$ cat config.mk
export PLATFORM = sky130hd
export DESIGN_NAME = fixpt_sat_accumulator
export DESIGN_NICKNAME = d
export VERILOG_FILES = /design/src/rtl/fixpt_sat_accumulator.sv
export SDC_FILE = /design/constraint.sdc
export NUM_CORES = 1
export LEC_CHECK = 0
export CORE_ASPECT_RATIO = 1.75
export CORE_MARGIN = 5
export CORE_UTILIZATION = 60
export DETAILED_ROUTE_END_ITERATION = 10
export PLACE_DENSITY = 0.8
export SYNTH_ARGS = -nofsm -noshare
export SYNTH_HDL_FRONTEND = slang
export SYNTH_SLANG_ARGS = --single-unit
$ cat constraint.sdc
create_clock -name clk -period 5.9 [get_ports clk]
set_input_delay 1.18 -clock clk [delete_from_list [all_inputs] [get_ports clk]]
set_output_delay 1.18 -clock clk [all_outputs]
set_load 0.05 [all_outputs]
$ cat src/rtl/fixpt_sat_accumulator.sv
// Two-stage fixed-point add/sub/accumulate unit with a valid/ready handshake.
// S1 does full-precision arithmetic; S2 rounds half-up, saturates and holds the result.
module fixpt_sat_accumulator #(
  parameter int I_IN      = 8,
  parameter int Q_IN      = 24,
  parameter int I_OUT     = 8,
  parameter int Q_OUT     = 16,
  parameter int ACC_GUARD = 4
) (
  input  logic                     clk,
  input  logic                     reset_n,
  input  logic                     in_valid,
  output logic                     in_ready,
  input  logic [I_IN+Q_IN-1:0]     in_a,
  input  logic [I_IN+Q_IN-1:0]     in_b,
  input  logic [1:0]               in_mode,
  input  logic                     in_last,
  output logic                     out_valid,
  input  logic                     out_ready,
  output logic [I_OUT+Q_OUT-1:0]   out_data,
  output logic                     out_sat,
  output logic                     out_last
);

  localparam int W_IN  = I_IN + Q_IN;
  localparam int W_ACC = W_IN + ACC_GUARD;
  localparam int W_S1  = W_ACC + 1;
  localparam int W_R   = W_S1 + 1;
  localparam int W_OUT = I_OUT + Q_OUT;
  localparam int D     = Q_IN - Q_OUT;
  localparam logic [W_R-1:0] RND = (W_R'(1) << D) >> 1;

  if (Q_OUT > Q_IN) begin : g_bad_q
    $error("fixpt_sat_accumulator: Q_OUT must not exceed Q_IN");
  end

  typedef enum logic [1:0] {MODE_ADD, MODE_SUB, MODE_ACC, MODE_LOAD} mode_e;

  logic                    advance;
  logic signed [W_ACC-1:0] acc;
  logic signed [W_ACC-1:0] acc_next;
  logic signed [W_S1-1:0]  a_ext, b_ext, acc_sum, res;
  logic                    res_sat, acc_mode;

  logic                    s1_valid, s1_sat, s1_last;
  logic signed [W_S1-1:0]  s1_val;

  logic signed [W_R-1:0]   v_ext, r_sum, r_sh;
  logic [W_R-W_OUT:0]      r_top;
  logic                    out_fits;
  logic [W_OUT-1:0]        conv_data;

  assign advance  = !out_valid || out_ready;
  assign in_ready = advance;

  assign a_ext   = {{(W_S1-W_IN){in_a[W_IN-1]}}, in_a};
  assign b_ext   = {{(W_S1-W_IN){in_b[W_IN-1]}}, in_b};
  assign acc_sum = {acc[W_ACC-1], acc} + a_ext;

  always_comb begin
    res      = '0;
    res_sat  = 1'b0;
    acc_next = acc;
    acc_mode = 1'b0;
    case (mode_e'(in_mode))
      MODE_ADD: res = a_ext + b_ext;
      MODE_SUB: res = a_ext - b_ext;
      MODE_ACC: begin
        acc_mode = 1'b1;
        // One spare MSB in acc_sum: overflow shows as disagreement of the top two bits
        if (acc_sum[W_S1-1] == acc_sum[W_ACC-1]) begin
          acc_next = acc_sum[W_ACC-1:0];
        end else begin
          res_sat  = 1'b1;
          acc_next = acc_sum[W_S1-1] ? {1'b1, {(W_ACC-1){1'b0}}}
                                     : {1'b0, {(W_ACC-1){1'b1}}};
        end
        res = {acc_next[W_ACC-1], acc_next};
      end
      MODE_LOAD: begin
        acc_mode = 1'b1;
        acc_next = a_ext[W_ACC-1:0];
        res      = a_ext;
      end
      default: res = '0;
    endcase
  end

  // Round half toward +inf, then clip; a rounding carry past the range is caught by the clip
  always_comb begin
    v_ext     = {s1_val[W_S1-1], s1_val};
    r_sum     = v_ext + RND;
    r_sh      = r_sum >>> D;
    r_top     = r_sh[W_R-1:W_OUT-1];
    out_fits  = (&r_top) || !(|r_top);
    conv_data = out_fits ? r_sh[W_OUT-1:0]
              : (r_sh[W_R-1] ? {1'b1, {(W_OUT-1){1'b0}}} : {1'b0, {(W_OUT-1){1'b1}}});
  end

  always_ff @(posedge clk or negedge reset_n) begin
    if (!reset_n) begin
      acc       <= '0;
      s1_valid  <= 1'b0;
      s1_val    <= '0;
      s1_sat    <= 1'b0;
      s1_last   <= 1'b0;
      out_valid <= 1'b0;
      out_data  <= '0;
      out_sat   <= 1'b0;
      out_last  <= 1'b0;
    end else if (advance) begin
      s1_valid <= in_valid;
      if (in_valid) begin
        s1_val  <= res;
        s1_sat  <= res_sat;
        s1_last <= in_last;
        if (acc_mode) begin
          acc <= in_last ? '0 : acc_next;
        end
      end
      out_valid <= s1_valid;
      if (s1_valid) begin
        out_data <= conv_data;
        out_sat  <= s1_sat || !out_fits;
        out_last <= s1_last;
      end
    end
  end

endmodule

==> impl_summary.log <==
[metrics] Crit path arrival time: around 5.2 ns
[metrics] clk buf depth: 2
[metrics] register area share after synthesis: 23.0%
[metrics] Post-CTS Setup Bufs: 0
[metrics] result of the run: finished clean
[metrics] pin count of the biggest net entering global routing: 70
[metrics] final hold violations: 0
[metrics] dpl cells: 1618
[metrics] Max Fanout on Critical Path: 19
[metrics] post-place setup slack: 0.714 ns
[metrics] sum of routed wire length over all layers: between 30000 and 40000 µm
[metrics] critical hold path startpoint: out_sat
[metrics] actual slew at the worst max-slew pin: about 0.98 ns
[metrics] endpoint of the worst hold path: out_sat
[metrics] fraction of layout instances using a drive strength above 1: ~5.3%
[metrics] Max Clk Rate: between 200 and 250 MHz
[metrics] required time reported for the critical path endpoint: between 6 and 7 ns
[metrics] worst-case setup margin in the final layout: 1.00 ns
[metrics] remaining global-route overflow: 0
[metrics] unrepaired setup endpoints after global routing: false
[metrics] met2 capacity usage during global routing: approximately 70%
[metrics] Top-Level Pins: 99
[metrics] Setup Total Neg Slack: 0 ns
[metrics] nets in the synthesized netlist: ~1500
[metrics] min cycle time layout: between 4 and 5 ns
[metrics] number of detailed-route iterations in the first pass: 6
[metrics] CP endpoint kind: flip-flop
[metrics] prevailing post-synth register cell: sky130_fd_sc_hd__dfrtp_1
[metrics] number of warnings issued by yosys: 0
[metrics] worst min path class: reg2reg
[metrics] post-synthesis register bit count: between 90 and 100
[metrics] number of clock buffers inserted by TritonCTS: 9
[metrics] unique cell type count in the Yosys netlist: between 80 and 90
[metrics] worst setup skew after layout: approximately 0.011 ns
[metrics] Resized Gates After CTS: 0
[metrics] GRT met1 Usage: a little under two fifths
[metrics] number of clock sinks: 95
[metrics] HPWL reported at the end of detailed placement: 30400 µm
[metrics] routability congestion estimate from global placement: between 1 and 1.5
[metrics] count of H-tree levels built during CTS: 3
[metrics] area of the placeable core: 16900 µm²
[metrics] number of cells on the worst reg-to-reg path: 11
[metrics] P_leak: slightly above 5 nW
[metrics] number of design rule violations left after detail routing: 0
[metrics] GR Util All Layers: roughly two fifths
[metrics] count of final setup violators: 0
[metrics] share of synthesized flip-flops with an asynchronous set or reset: 100%
[metrics] initial core utilization: about three fifths
[metrics] final net count: 1573
[metrics] Syn Area/Cell: between 7 and 8 µm²
[metrics] area added between synthesis and finish: 13.3%
[metrics] die outline width: between 100 and 150 µm
[metrics] launching element type of the critical path: input pin
[metrics] met3 Usage GRT: about 6.4%
[metrics] power density relative to cell area: between 300 and 400 nW/µm²
[metrics] clock latency at the later pin of the worst-skew pair: roughly 0.37 ns
[metrics] portion of the clock cycle consumed by the worst path in the final layout: 83.0%
[metrics] routed length per placed instance: between 20 and 25 µm
[metrics] number of global-route vias before repair: about 11000
[metrics] pins over their slew limit: 0
[metrics] cell count of the worst hold path: 2
[metrics] number of enable-type register cells in the synthesized netlist: 0
[metrics] register-to-register setup slack: between 1.5 and 2 ns
[metrics] Die Outline Area: 20000 µm²
[metrics] drt via density: slightly below 7
[metrics] cells after synthesis: between 1000 and 1500
[metrics] clock tree from TritonCTS: built
[metrics] antenna viol nets, final: 0
[metrics] most used routing layer: met2
[metrics] number of cells in the finished layout apart from fillers: roughly 1600
[metrics] source of the worst register-to-register timing path: acc[4]
[metrics] Clk pin slew, worst setup/hold paths: ~0.070 ns
[metrics] worst setup path startpoint: in_a[4]
[metrics] number of antenna violations at the first check in global routing: 1
[metrics] headroom to the max-slew limit: roughly a third
[metrics] hold_buf cts: 0
[metrics] input/output buffers: 98
[metrics] first-pass GRT wire length: slightly below 60000 µm
[metrics] num rows: between 60 and 70
[metrics] Starting DRT DRC Count: between 900 and 1000
[metrics] via count: between 10000 and 15000
[metrics] max-cap violation count: 0
[metrics] RR Endpoint: acc[8]
[metrics] y dimension of the die: ~180 µm
[metrics] worst supply voltage drop on vdd: 0.228 mV
[metrics] netlist area before placement: slightly above 10000 µm²
[metrics] root buffer cell: sky130_fd_sc_hd__clkbuf_16
[metrics] type of the worst setup path: in2reg
-- placed cells by master, fill, tap and decap left out, types with 8 or more instances in the layout --
cell type,count
sky130_fd_sc_hd__a22o_1,16
sky130_fd_sc_hd__dfrtp_1,95
sky130_fd_sc_hd__o21a_1,23
sky130_fd_sc_hd__ha_1,99
sky130_fd_sc_hd__o31ai_1,21
sky130_fd_sc_hd__o211ai_1,12
sky130_fd_sc_hd__clkbuf_16,9
sky130_fd_sc_hd__a31oi_1,15
sky130_fd_sc_hd__nor2b_1,12
sky130_fd_sc_hd__nor3_1,28
sky130_fd_sc_hd__a211oi_1,17
sky130_fd_sc_hd__xnor2_1,43
sky130_fd_sc_hd__o311ai_2,8
sky130_fd_sc_hd__nor2_1,111
sky130_fd_sc_hd__a221oi_1,10
sky130_fd_sc_hd__xor2_1,37
sky130_fd_sc_hd__o21ai_1,18
sky130_fd_sc_hd__and3_1,12
sky130_fd_sc_hd__a21oi_1,131
sky130_fd_sc_hd__nand3_1,29
sky130_fd_sc_hd__o21ai_0,104
sky130_fd_sc_hd__inv_1,79
sky130_fd_sc_hd__buf_4,20
sky130_fd_sc_hd__nand2b_1,9
sky130_fd_sc_hd__nand2_1,153
sky130_fd_sc_hd__a21o_1,23
sky130_fd_sc_hd__clkdlybuf4s50_1,96
sky130_fd_sc_hd__nand4_1,16
-- synth_stat cells (17+ instances only) --
library cell                 n  share of area [%]
sky130_fd_sc_hd__a211oi_1   17                1.2
sky130_fd_sc_hd__a21o_1     23                1.7
sky130_fd_sc_hd__a21oi_1   131                6.4
sky130_fd_sc_hd__clkbuf_1   55                2.0
sky130_fd_sc_hd__dfrtp_1    95                 23
sky130_fd_sc_hd__ha_1       99                 12
sky130_fd_sc_hd__inv_1      79                2.9
sky130_fd_sc_hd__nand2_1   153                5.6
sky130_fd_sc_hd__nand3_1    29                1.4
sky130_fd_sc_hd__nor2_1    112                4.1
sky130_fd_sc_hd__nor3_1     28                1.4
sky130_fd_sc_hd__o21a_1     23                1.7
sky130_fd_sc_hd__o21ai_0   104                5.0
sky130_fd_sc_hd__o21ai_1    18               0.87
sky130_fd_sc_hd__o31ai_1    21                1.5
sky130_fd_sc_hd__xnor2_1    43                3.7
sky130_fd_sc_hd__xor2_1     37                3.1
-- routing by layer --
metal / part of all wire, % / wire, µm / vias up
li1: - / - / 5042
met1: 31 / 12100 / 5272
met2: 51 / 19700 / 679
met3: 7.0 / 2690 / 263
met4: 11 / 4070 / 0
met5: 0 / 0 / -
-- sequential cells by signal, indices dropped and copies added (netlist names) --
name,cells
out_valid,1
out_data,24
s1_valid,1
out_sat,1
s1_val,29
out_last,1
s1_last,1
acc,36
s1_sat,1
-- per-stage QoR --
step	utilization, %	instance area [µm²]	hold WS, ns	power, mW
after detailed placement	67.2	11400	0.463	3.73
after CTS	68.9	11700	0.478	4.33
after global placement	67.2	11400	0.450	3.69
after global routing	69.0	11700	0.498	4.65
after floorplan	-	10300	0.439	2.91
final	69.0	11700	0.476	4.40
-- logic make-up after synthesis --
logic type               synth area share (%)
buffers and inverters                    6.09
AO/OA/AOI/OAI                            31.9
flip-flops                               23.0
AND/OR/NAND/NOR                          19.2
adder cells (fa/ha/maj)                  12.4
XOR/XNOR                                 6.79
multiplexers                            0.631
-- layout make-up --
cell class | instances | area [µm²]
multi-input combinational | 1100 | 7310
fill | 1498 | 5260
sequential | 95 | 2380
timing repair buffer | 117 | 1120
inverter | 79 | 297
tap | 227 | 284
clock buffer | 9 | 225
clock inverter | 7 | 72.6
antenna | 1 | 2.50
-- where the power goes --
part	switching (mW)	total, mW	internal [mW]
Combinational	1.72	2.70	0.984
Clock	0.309	0.610	0.300
Sequential	0.224	1.09	0.868
-- worst max-delay path: stages --
cell and delay, ns:
sky130_fd_sc_hd__clkdlybuf4s50_1 0.53, sky130_fd_sc_hd__ha_1 0.44, sky130_fd_sc_hd__a21o_1 0.22, sky130_fd_sc_hd__a31o_2 0.22, sky130_fd_sc_hd__o211a_1 0.25, sky130_fd_sc_hd__o21ai_0 0.38, sky130_fd_sc_hd__a21oi_1 0.15, sky130_fd_sc_hd__nor3b_2 0.38
sky130_fd_sc_hd__or2_1 0.64, sky130_fd_sc_hd__nand2_1 0.38, sky130_fd_sc_hd__o21ai_0 0.25, sky130_fd_sc_hd__a22o_1 0.15
-- how the worst max path moves through the flow --
stage,end,slack (ns)
3_5_place_dp,acc[27],0.71
5_1_grt,acc[25],0.71
3_3_place_gp,acc[23],0.84
4_1_cts,acc[8],1.09
6_report,acc[8],1.00
2_1_floorplan,s1_val[12],1.98
Note: power is estimated with default switching activity, not from simulation.
